<file path="src/rtl/fp_pkg.sv">
// Shared definitions for the single-precision add datapath.
// Contents: format constants, the raw IEEE-754 field layout, the unpacked
// operand view used by the align stage, and the unpack helper.
package fp_pkg;

  localparam int EXP_W = 8;
  localparam int MAN_W = 23;
  localparam int BIAS  = 127;
  localparam logic [EXP_W-1:0] EXP_SPECIAL = 8'hFF;

  typedef struct packed {
    logic             sign;
    logic [EXP_W-1:0] exp;
    logic [MAN_W-1:0] man;
  } fp32_t;

  typedef struct packed {
    logic             sign;
    logic [EXP_W-1:0] exp;
    logic [MAN_W:0]   man24;      // hidden bit plus stored fraction
    logic             is_zero;
    logic             is_special;
  } unpacked_t;

  // Exponent field 0 covers both true zero and denormals; denormals are
  // flushed, so the mantissa is forced to zero along with the hidden bit.
  function automatic unpacked_t unpack(input fp32_t f);
    unpacked_t u;
    u.sign       = f.sign;
    u.exp        = f.exp;
    u.is_zero    = (f.exp == '0);
    u.is_special = (f.exp == EXP_SPECIAL);
    u.man24      = u.is_zero ? '0 : {1'b1, f.man};
    return u;
  endfunction

endpackage

</file>
<file path="src/rtl/fp_align_shift.sv">
// Combinational alignment shifter for the smaller operand's mantissa.
// Ports:
//   din   in  24  mantissa including hidden bit
//   shamt in   8  exponent difference (unsigned)
//   dout  out 24  din >> shamt, forced to 0 once shamt >= 25
module fp_align_shift (
  input  logic [23:0] din,
  input  logic [7:0]  shamt,
  output logic [23:0] dout
);

  // Plain truncation: bits shifted out are dropped, no guard/sticky.
  always_comb begin
    if (shamt >= 8'd25) dout = '0;
    else                dout = din >> shamt;
  end

endmodule

</file>
<file path="src/rtl/fp_align_add.sv">
// Two-stage align-and-add for IEEE-754 single precision, feeding the
// normaliser. Stage 1 unpacks, orders and aligns; stage 2 adds/subtracts.
// Ports:
//   clk, rst_n            clock, synchronous active-low reset
//   in_valid/in_ready     operand handshake (in_ready is combinational)
//   op_a, op_b, op_sub    operands; op_sub=1 selects A-B
//   out_valid/out_ready   result handshake
//   exp_max               larger exponent minus bias, two's complement
//   fraction_25           {carry, hidden, fraction} of |result|
//   sign_out, zero_out    result sign, exact-zero flag
//   special_out           an operand was inf/NaN; data fields meaningless
module fp_align_add
  import fp_pkg::*;
(
  input  logic        clk,
  input  logic        rst_n,
  input  logic        in_valid,
  output logic        in_ready,
  input  logic [31:0] op_a,
  input  logic [31:0] op_b,
  input  logic        op_sub,
  output logic        out_valid,
  input  logic        out_ready,
  output logic [7:0]  exp_max,
  output logic [24:0] fraction_25,
  output logic        sign_out,
  output logic        zero_out,
  output logic        special_out
);

  unpacked_t   ua, ub;
  logic        sign_b_eff, eff_sub, swap;
  logic [30:0] key_a, key_b;
  logic [23:0] man_l, man_s, man_s_al;
  logic [7:0]  exp_l, exp_s, diff;
  logic        sign_l;

  logic        s1_en, s2_en;
  logic        s1_valid, s1_eff_sub, s1_sign_l, s1_special;
  logic [23:0] s1_man_l, s1_man_s;
  logic [7:0]  s1_exp_l;
  logic [24:0] sum;

  // Each stage may load when it is empty or when its contents move on.
  assign s2_en    = ~out_valid | out_ready;
  assign s1_en    = ~s1_valid | s2_en;
  assign in_ready = s1_en;

  // ---------------- stage 1: unpack, order, align ----------------
  assign ua = unpack(fp32_t'(op_a));
  assign ub = unpack(fp32_t'(op_b));

  assign sign_b_eff = ub.sign ^ op_sub;
  assign eff_sub    = ua.sign ^ sign_b_eff;

  // Flushed operands compare as exact zero; strict '>' keeps A on ties.
  assign key_a = ua.is_zero ? '0 : {ua.exp, ua.man24[22:0]};
  assign key_b = ub.is_zero ? '0 : {ub.exp, ub.man24[22:0]};
  assign swap  = (key_b > key_a);

  assign man_l  = swap ? ub.man24 : ua.man24;
  assign man_s  = swap ? ua.man24 : ub.man24;
  assign exp_l  = swap ? ub.exp   : ua.exp;
  assign exp_s  = swap ? ua.exp   : ub.exp;
  assign sign_l = swap ? sign_b_eff : ua.sign;
  assign diff   = exp_l - exp_s;

  fp_align_shift u_shift (
    .din   (man_s),
    .shamt (diff),
    .dout  (man_s_al)
  );

  always_ff @(posedge clk) begin
    if (!rst_n) begin
      s1_valid   <= 1'b0;
      s1_man_l   <= '0;
      s1_man_s   <= '0;
      s1_exp_l   <= '0;
      s1_sign_l  <= 1'b0;
      s1_eff_sub <= 1'b0;
      s1_special <= 1'b0;
    end else if (s1_en) begin
      s1_valid   <= in_valid;
      s1_man_l   <= man_l;
      s1_man_s   <= man_s_al;
      s1_exp_l   <= exp_l;
      s1_sign_l  <= sign_l;
      s1_eff_sub <= eff_sub;
      s1_special <= ua.is_special | ub.is_special;
    end
  end

  // ---------------- stage 2: add / subtract ----------------
  // L >= aligned S by construction, so the subtraction never borrows.
  assign sum = s1_eff_sub ? ({1'b0, s1_man_l} - {1'b0, s1_man_s})
                          : ({1'b0, s1_man_l} + {1'b0, s1_man_s});

  always_ff @(posedge clk) begin
    if (!rst_n) begin
      out_valid   <= 1'b0;
      exp_max     <= '0;
      fraction_25 <= '0;
      sign_out    <= 1'b0;
      zero_out    <= 1'b0;
      special_out <= 1'b0;
    end else if (s2_en) begin
      out_valid   <= s1_valid;
      exp_max     <= s1_exp_l - 8'(BIAS);
      fraction_25 <= sum;
      // Cancellation yields +0; two zeros added keep their common sign.
      sign_out    <= (s1_eff_sub && sum == '0) ? 1'b0 : s1_sign_l;
      zero_out    <= (sum == '0);
      special_out <= s1_special;
    end
  end

endmodule

</file>
<file path="config.mk">
export PLATFORM = sky130hd
export DESIGN_NAME = fp_align_add
export DESIGN_NICKNAME = d
export VERILOG_FILES = /design/src/rtl/fp_pkg.sv /design/src/rtl/fp_align_shift.sv /design/src/rtl/fp_align_add.sv
export SDC_FILE = /design/constraint.sdc
export NUM_CORES = 1
export LEC_CHECK = 0
export CORE_UTILIZATION = 45
export DETAILED_ROUTE_END_ITERATION = 7
export PLACE_DENSITY = 0.62
export SLEW_MARGIN = 20
export SYNTH_ARGS = -nofsm -noshare
export SYNTH_HDL_FRONTEND = slang
export SYNTH_SLANG_ARGS = --single-unit
</file>
<file path="constraint.sdc">
create_clock -name clk -period 17.9 [get_ports clk]
set_clock_uncertainty 0.2 [all_clocks]
set_input_delay 1.79 -clock clk [delete_from_list [all_inputs] [get_ports clk]]
set_output_delay 1.79 -clock clk [all_outputs]
set_load 0.02 [all_outputs]
</file>
[Word-level counts from Yosys, hierarchy flattened]
Index checks and enable logic that the tools add are counted.
Word-level totals
  word-level logic and storage cells: 45
  input bits: 69
  bits in registers: 97
Operators by class
  equal/unequal tests: 2
  reductions and logical operators: 4
  shifts and indexed selects: 1
  $lt $le $gt $ge: 2
  add/sub/neg operators: 4
  mux-type cells: 12
  bitwise gates (word level): 7
Operators with widths (count)
  2-to-1 mux 24 bit: 5
  2-to-1 mux 31 bit: 2
  > comparator 31 bit: 1
  adder 24 x 24 -> 25 bit: 1
  zero test 25 bit: 1
  2-to-1 mux 25 bit: 1
  subtractor 24 x 24 -> 25 bit: 1
  >> shifter 24 x 8 -> 24 bit: 1
  equality test 8 bit (second input constant): 2
  zero test 8 bit: 2
  2-to-1 mux 8 bit: 2
  greater-or-equal comparator 8 x 5 -> 1 bit (second input constant): 1
  subtractor 8 x 7 -> 8 bit (second input constant): 1
  subtractor 8 bit: 1
  OR 1 bit: 3
  2-to-1 mux 1 bit: 2
  NOT 1 bit: 2
  bitwise XOR 1 bit: 2
  logical AND 1 bit: 1

[Depth between registers and ports, before layout]
  depth in word-level cells: 8
  mapped depth: 31

[By module]
A second synthesis with hierarchy kept.
Second synthesis, totals
  cell total of the unflattened synthesis: 1235
  area, all modules: 9233.9 sq um
Modules (own cells, without submodules)
  fp_align_add: seq. area each 1941.9 sq um, area an instance 7754.9 sq um, times used 1, cells an instance 1062
  fp_align_shift: seq. area each 0.0 sq um, area an instance 1478.9 sq um, times used 1, cells an instance 173

[Worst setup path after synthesis]
OpenSTA, ideal clock, no wires.
  path kind: input-to-reg
  start point: input op_a[24]
  end point: register s1_man_s[9]
  setup slack: 10.324 ns
  required time: 17.583 ns
  library setup time: 0.117 ns
  arrival time: 7.259 ns
  stages: 26
  path through: clkbuf_1 nor2_1 nand3_1 clkbuf_1 clkbuf_1 buf_1 nand2_1 ha_1 nand4_1 nor3_1 o31ai_1 and4_1 buf_6 nor2_4 buf_6 clkbuf_1 clkbuf_1 nor2_1 a21oi_1 ha_1 inv_1 clkbuf_1 mux4_2 mux2_2 or2_2 a32o_1
Between the ends
  cells in the longest elaborated chain, start to end: 8
RTL lines
  from (decl): RTL line fp_align_add.sv:19  | input logic [31:0] op_a,
  zero test 8 bit: RTL line fp_pkg.sv:31  | u.is_zero = (f.exp == '0);
  2-to-1 mux 24 bit: RTL line fp_pkg.sv:33  | u.man24 = u.is_zero ? '0 : {1'b1, f.man};
  2-to-1 mux 31 bit: RTL line fp_align_add.sv:57  | assign key_a = ua.is_zero ? '0 : {ua.exp, ua.man24[22:0]};
  > comparator 31 bit: RTL line fp_align_add.sv:59  | assign swap = (key_b > key_a);
  2-to-1 mux 8 bit, on equally long branches: RTL line fp_align_add.sv:63, fp_align_add.sv:64
  subtractor 8 bit: RTL line fp_align_add.sv:66  | assign diff = exp_l - exp_s;
  >> shifter 24 x 8 -> 24 bit / greater-or-equal comparator 8 x 5 -> 1 bit (equally long branches): RTL line fp_align_shift.sv:15, fp_align_shift.sv:14
  2-to-1 mux 24 bit (*): RTL line fp_align_shift.sv:14  | if (shamt >= 8'd25) dout = '0;
  to (signal assigned): RTL line fp_align_add.sv:86  | s1_man_s <= man_s_al;
  to (decl): RTL line fp_align_add.sv:40  | logic [23:0] s1_man_l, s1_man_s;
Every way passes the cells marked *; elsewhere a longest branch is shown, timed or not.
A chain may end at the register's enable or synchronous reset.

[Final worst setup path]
  start point: input op_b[23]
  end point: register s1_man_s[9]
Between the ends
  cells in the longest elaborated chain, start to end: 8
RTL lines
  from (decl): RTL line fp_align_add.sv:20  | input logic [31:0] op_b,
  zero test 8 bit: RTL line fp_pkg.sv:31
  2-to-1 mux 24 bit: RTL line fp_pkg.sv:33
  2-to-1 mux 31 bit: RTL line fp_align_add.sv:58  | assign key_b = ub.is_zero ? '0 : {ub.exp, ub.man24[22:0]};
  > comparator 31 bit: RTL line fp_align_add.sv:59
  2-to-1 mux 8 bit, on equally long branches: RTL line fp_align_add.sv:63, fp_align_add.sv:64
  subtractor 8 bit: RTL line fp_align_add.sv:66
  >> shifter 24 x 8 -> 24 bit / greater-or-equal comparator 8 x 5 -> 1 bit (equally long branches): RTL line fp_align_shift.sv:15, fp_align_shift.sv:14
  2-to-1 mux 24 bit (*): RTL line fp_align_shift.sv:14
Marked as above.

==> impl_metrics.ini <==
[worst_hold_path]
worstHoldPathType = flop to flop

[sta]
maxSlewViolCount = 0
hold_ws_ns = 0.248
rsz0062_at_grt = false
setup_viol = 0
hold_viol_final = 0
timing.final.crit_period_ns = 7.94
worst_pin_slew_ns = 1.10
worst_slack_ns = 9.96
max_slew_margin_pct = 26.7
max_clock_freq_mhz = 126
final.setup.tns_ns = 0
fin_crit_sh_pct = 44.3

[routing]
drt_iter0_drc = 696
drc = 0
drt-vias-per-instance = 5.78
num_vias = 9021
final_antenna_net_count = 0
first_pass_iters = 5
post_drt_wl_per_cell_um = 17.1
routed_wl_mm = 26.6

[power]
power.total_mw = 1.22
p_per_area_mw_per_mm2 = 117
peakVddDrop_v = 0.0000617
leakagePower_nw = 4.09

[cells_and_area]
fin_nets = 1418
finish.utilization_pct = 53.3
syn2layout_area_growth_pct = 15.7
layout.cells.non_filler = 1560
antenna_cells = 0
n_fill_cell = 1983
final_design_area_no_fill_mm2 = 0.0104
final_layout_size_suffix_gt1_share_pct = 5.87

[yosys]
ys_seq_area_share_pct = 21.5
synth_top_area_share_pct = 21.5
synth_seq_cells = 97
async_flop_share_pct = 0
ys_top_cells_by_area = dfxtp_1 (22%), nand2_1 (10%), ha_1 (8.0%), a21oi_1 (6.8%), nor2_1 (4.5%)
synth_area_mm2 = 0.00903
synth_common_cells = nand2_1 (243), a21oi_1 (122), nor2_1 (108)
synth-edff-count = 0
syn-instance-count = 1254
synth_top_area_cell = dfxtp_1
yosysMostFrequentCell = nand2_1
avgSynthCellArea_um2 = 7.20
ys_types = 81
syn-num-nets = 1382
synth_flop_cell = dfxtp_1
yosys_warnings = 0

[die]
core_area_mm2 = 0.0196
design.die.area_mm2 = 0.0206
die_w_um = 144
fp-row-count = 51
io_pins = 107
start_util_pct = 46.1
die_h_um = 144

[flow_run]
drv_cap = 0

[clock_network]
cts_tree = done
cts_root_buffer = clkbuf_16
htreeDepth = 3
clock_path_buffers = 2
cts_hold_buf = 0
clkSinkCount = 97
clkTransAtPathRegs_ns = 0.07
cts_resized = 0
cts_made_buffers = 9
postCtsSetupRepairBufs = 0
clock_latency_ns = 0.35

[worst_setup_path]
crit_path_cell_trace = clkdlybuf4s50_1 > nor4_1 > nand2_1 > and2_1 > ha_1 > nand2_1 > o21ai_0 > a21oi_1 > and4_1 > nor2_4 > nor2_1 > a21oi_1 > ha_1 > inv_1 > mux4_2 > mux2_2 > or2_2 > a32o_1
slowest_stage = clkdlybuf4s50_1
arrival_ns = 7.98
criticalPathCategory = input port to flop
end_kind = flop
slowest_delay_ns = 0.71
crit_required_ns = 17.94
start_kind = input port
path_max_fanout = 24

[place]
dp_slack_ns = 9.65
numPlacedInstances = 1544
gp_congestion = 0.915
hpwl_mm = 20.4
io_buffers = 106
dpl_cell_area_mm2 = 0.0101

[global_routing]
grt_pass1_vias = 8152
grt_max_degree = 68
grt_pass1_wl_mm = 43.1
grt_overflow = 0
antenna_found_initial = 0
track_usage_pct = 26.5

[status]
outcome = finished, final reports clean
==> flip-flops by register name (all words and copies together) (netlist names) <==
name / count
zero_out: 1
s1_special: 1
s1_eff_sub: 1
fraction_25: 25
special_out: 1
exp_max: 8
s1_man_l: 24
sign_out: 1
s1_sign_l: 1
s1_exp_l: 8
s1_man_s: 24
s1_valid: 1
out_valid: 1
==> placed cells by master, fill, tap and decap left out, drive strengths merged, types with 9 or more instances in the layout <==
cell type,netlist,routed
xor2,15,15
clkdlybuf4s50,0,106
nor4,11,11
nand2,244,244
o21ai,65,65
and2,37,37
a21o,11,11
a31oi,15,15
o21a,9,9
mux2i,13,13
xnor2,47,47
a211oi,18,18
a21oi,124,124
mux4,16,16
dfxtp,97,97
nor2,110,110
and3,13,13
inv,27,29
buf,22,9
o211ai,41,41
ha,58,58
nand3,35,35
nand4,24,24
clkbuf,68,10
nor2b,9,9
nor3,22,22
==> worst max-delay path, delay by kind of cell <==
| kind | cells | cell delay [ns] |
|---|---|---|
| AO/OA/AOI/OAI | 4 | 0.92 |
| multiplexers | 2 | 0.75 |
| buffers and inverters | 2 | 1.28 |
| adder cells (fa/ha/maj) | 2 | 0.72 |
| AND/OR/NAND/NOR | 8 | 2.48 |
==> final cells by class <==
class | instances | area, um2 | area share (%)
sequential | 97 | 1940 | 18.6
clock inverter | 6 | 75.1 | 0.719
inverter | 27 | 101 | 0.970
timing repair buffer | 115 | 1130 | 10.8
tap | 265 | 332 | 3.17
multi-input combinational | 1040 | 6630 | 63.5
clock buffer | 10 | 239 | 2.29
==> per-layer routing <==
layer	GRT usage, %	part of all wire, %	vias up
li1	-	-	4567
met2	41.1	44	284
met4	8.01	2.0	0
met3	2.33	5.1	29
met1	38.6	49	4141
met5	0	0	-
==> worst paths after layout <==
| kind | startpoint | to | slack (ns) | depth (start not counted) |
|---|---|---|---|---|
| worst max-delay path | op_b[23] | s1_man_s[9]$_SDFFE_PN0P_ | 9.96 | 18 |
| worst max register to register | s1_man_s[2]$_SDFFE_PN0P_ | zero_out$_SDFFE_PN0P_ | 12.87 | 17 |
| worst min register to register | fraction_25[6]$_SDFFE_PN0P_ | fraction_25[6]$_SDFFE_PN0P_ | 0.25 | 2 |
| worst min-delay path | fraction_25[6]$_SDFFE_PN0P_ | fraction_25[6]$_SDFFE_PN0P_ | 0.25 | 2 |
==> kinds of logic (layout without fill, tap and decap cells) <==
logic type                 count (synthesis)  in the layout  synth area share [%]
and+or+nand+nor                          542            542                  27.9
AOI/OAI and AO/OA                        340            340                  24.2
buffers and inverters                    117            158                  5.42
DFF                                       97             97                  21.5
xor gates and xnor gates                  62             62                  6.35
adders and majority gates                 61             61                  8.51
muxes                                     35             35                  6.18
==> report_power, final <==
group / switching, mW / internal [mW]
clock: 0.0875 / 0.114
combinational: 0.425 / 0.322
sequential: 0.0228 / 0.252
total: 0.536 / 0.688
Power figures use the tool's default switching activity.
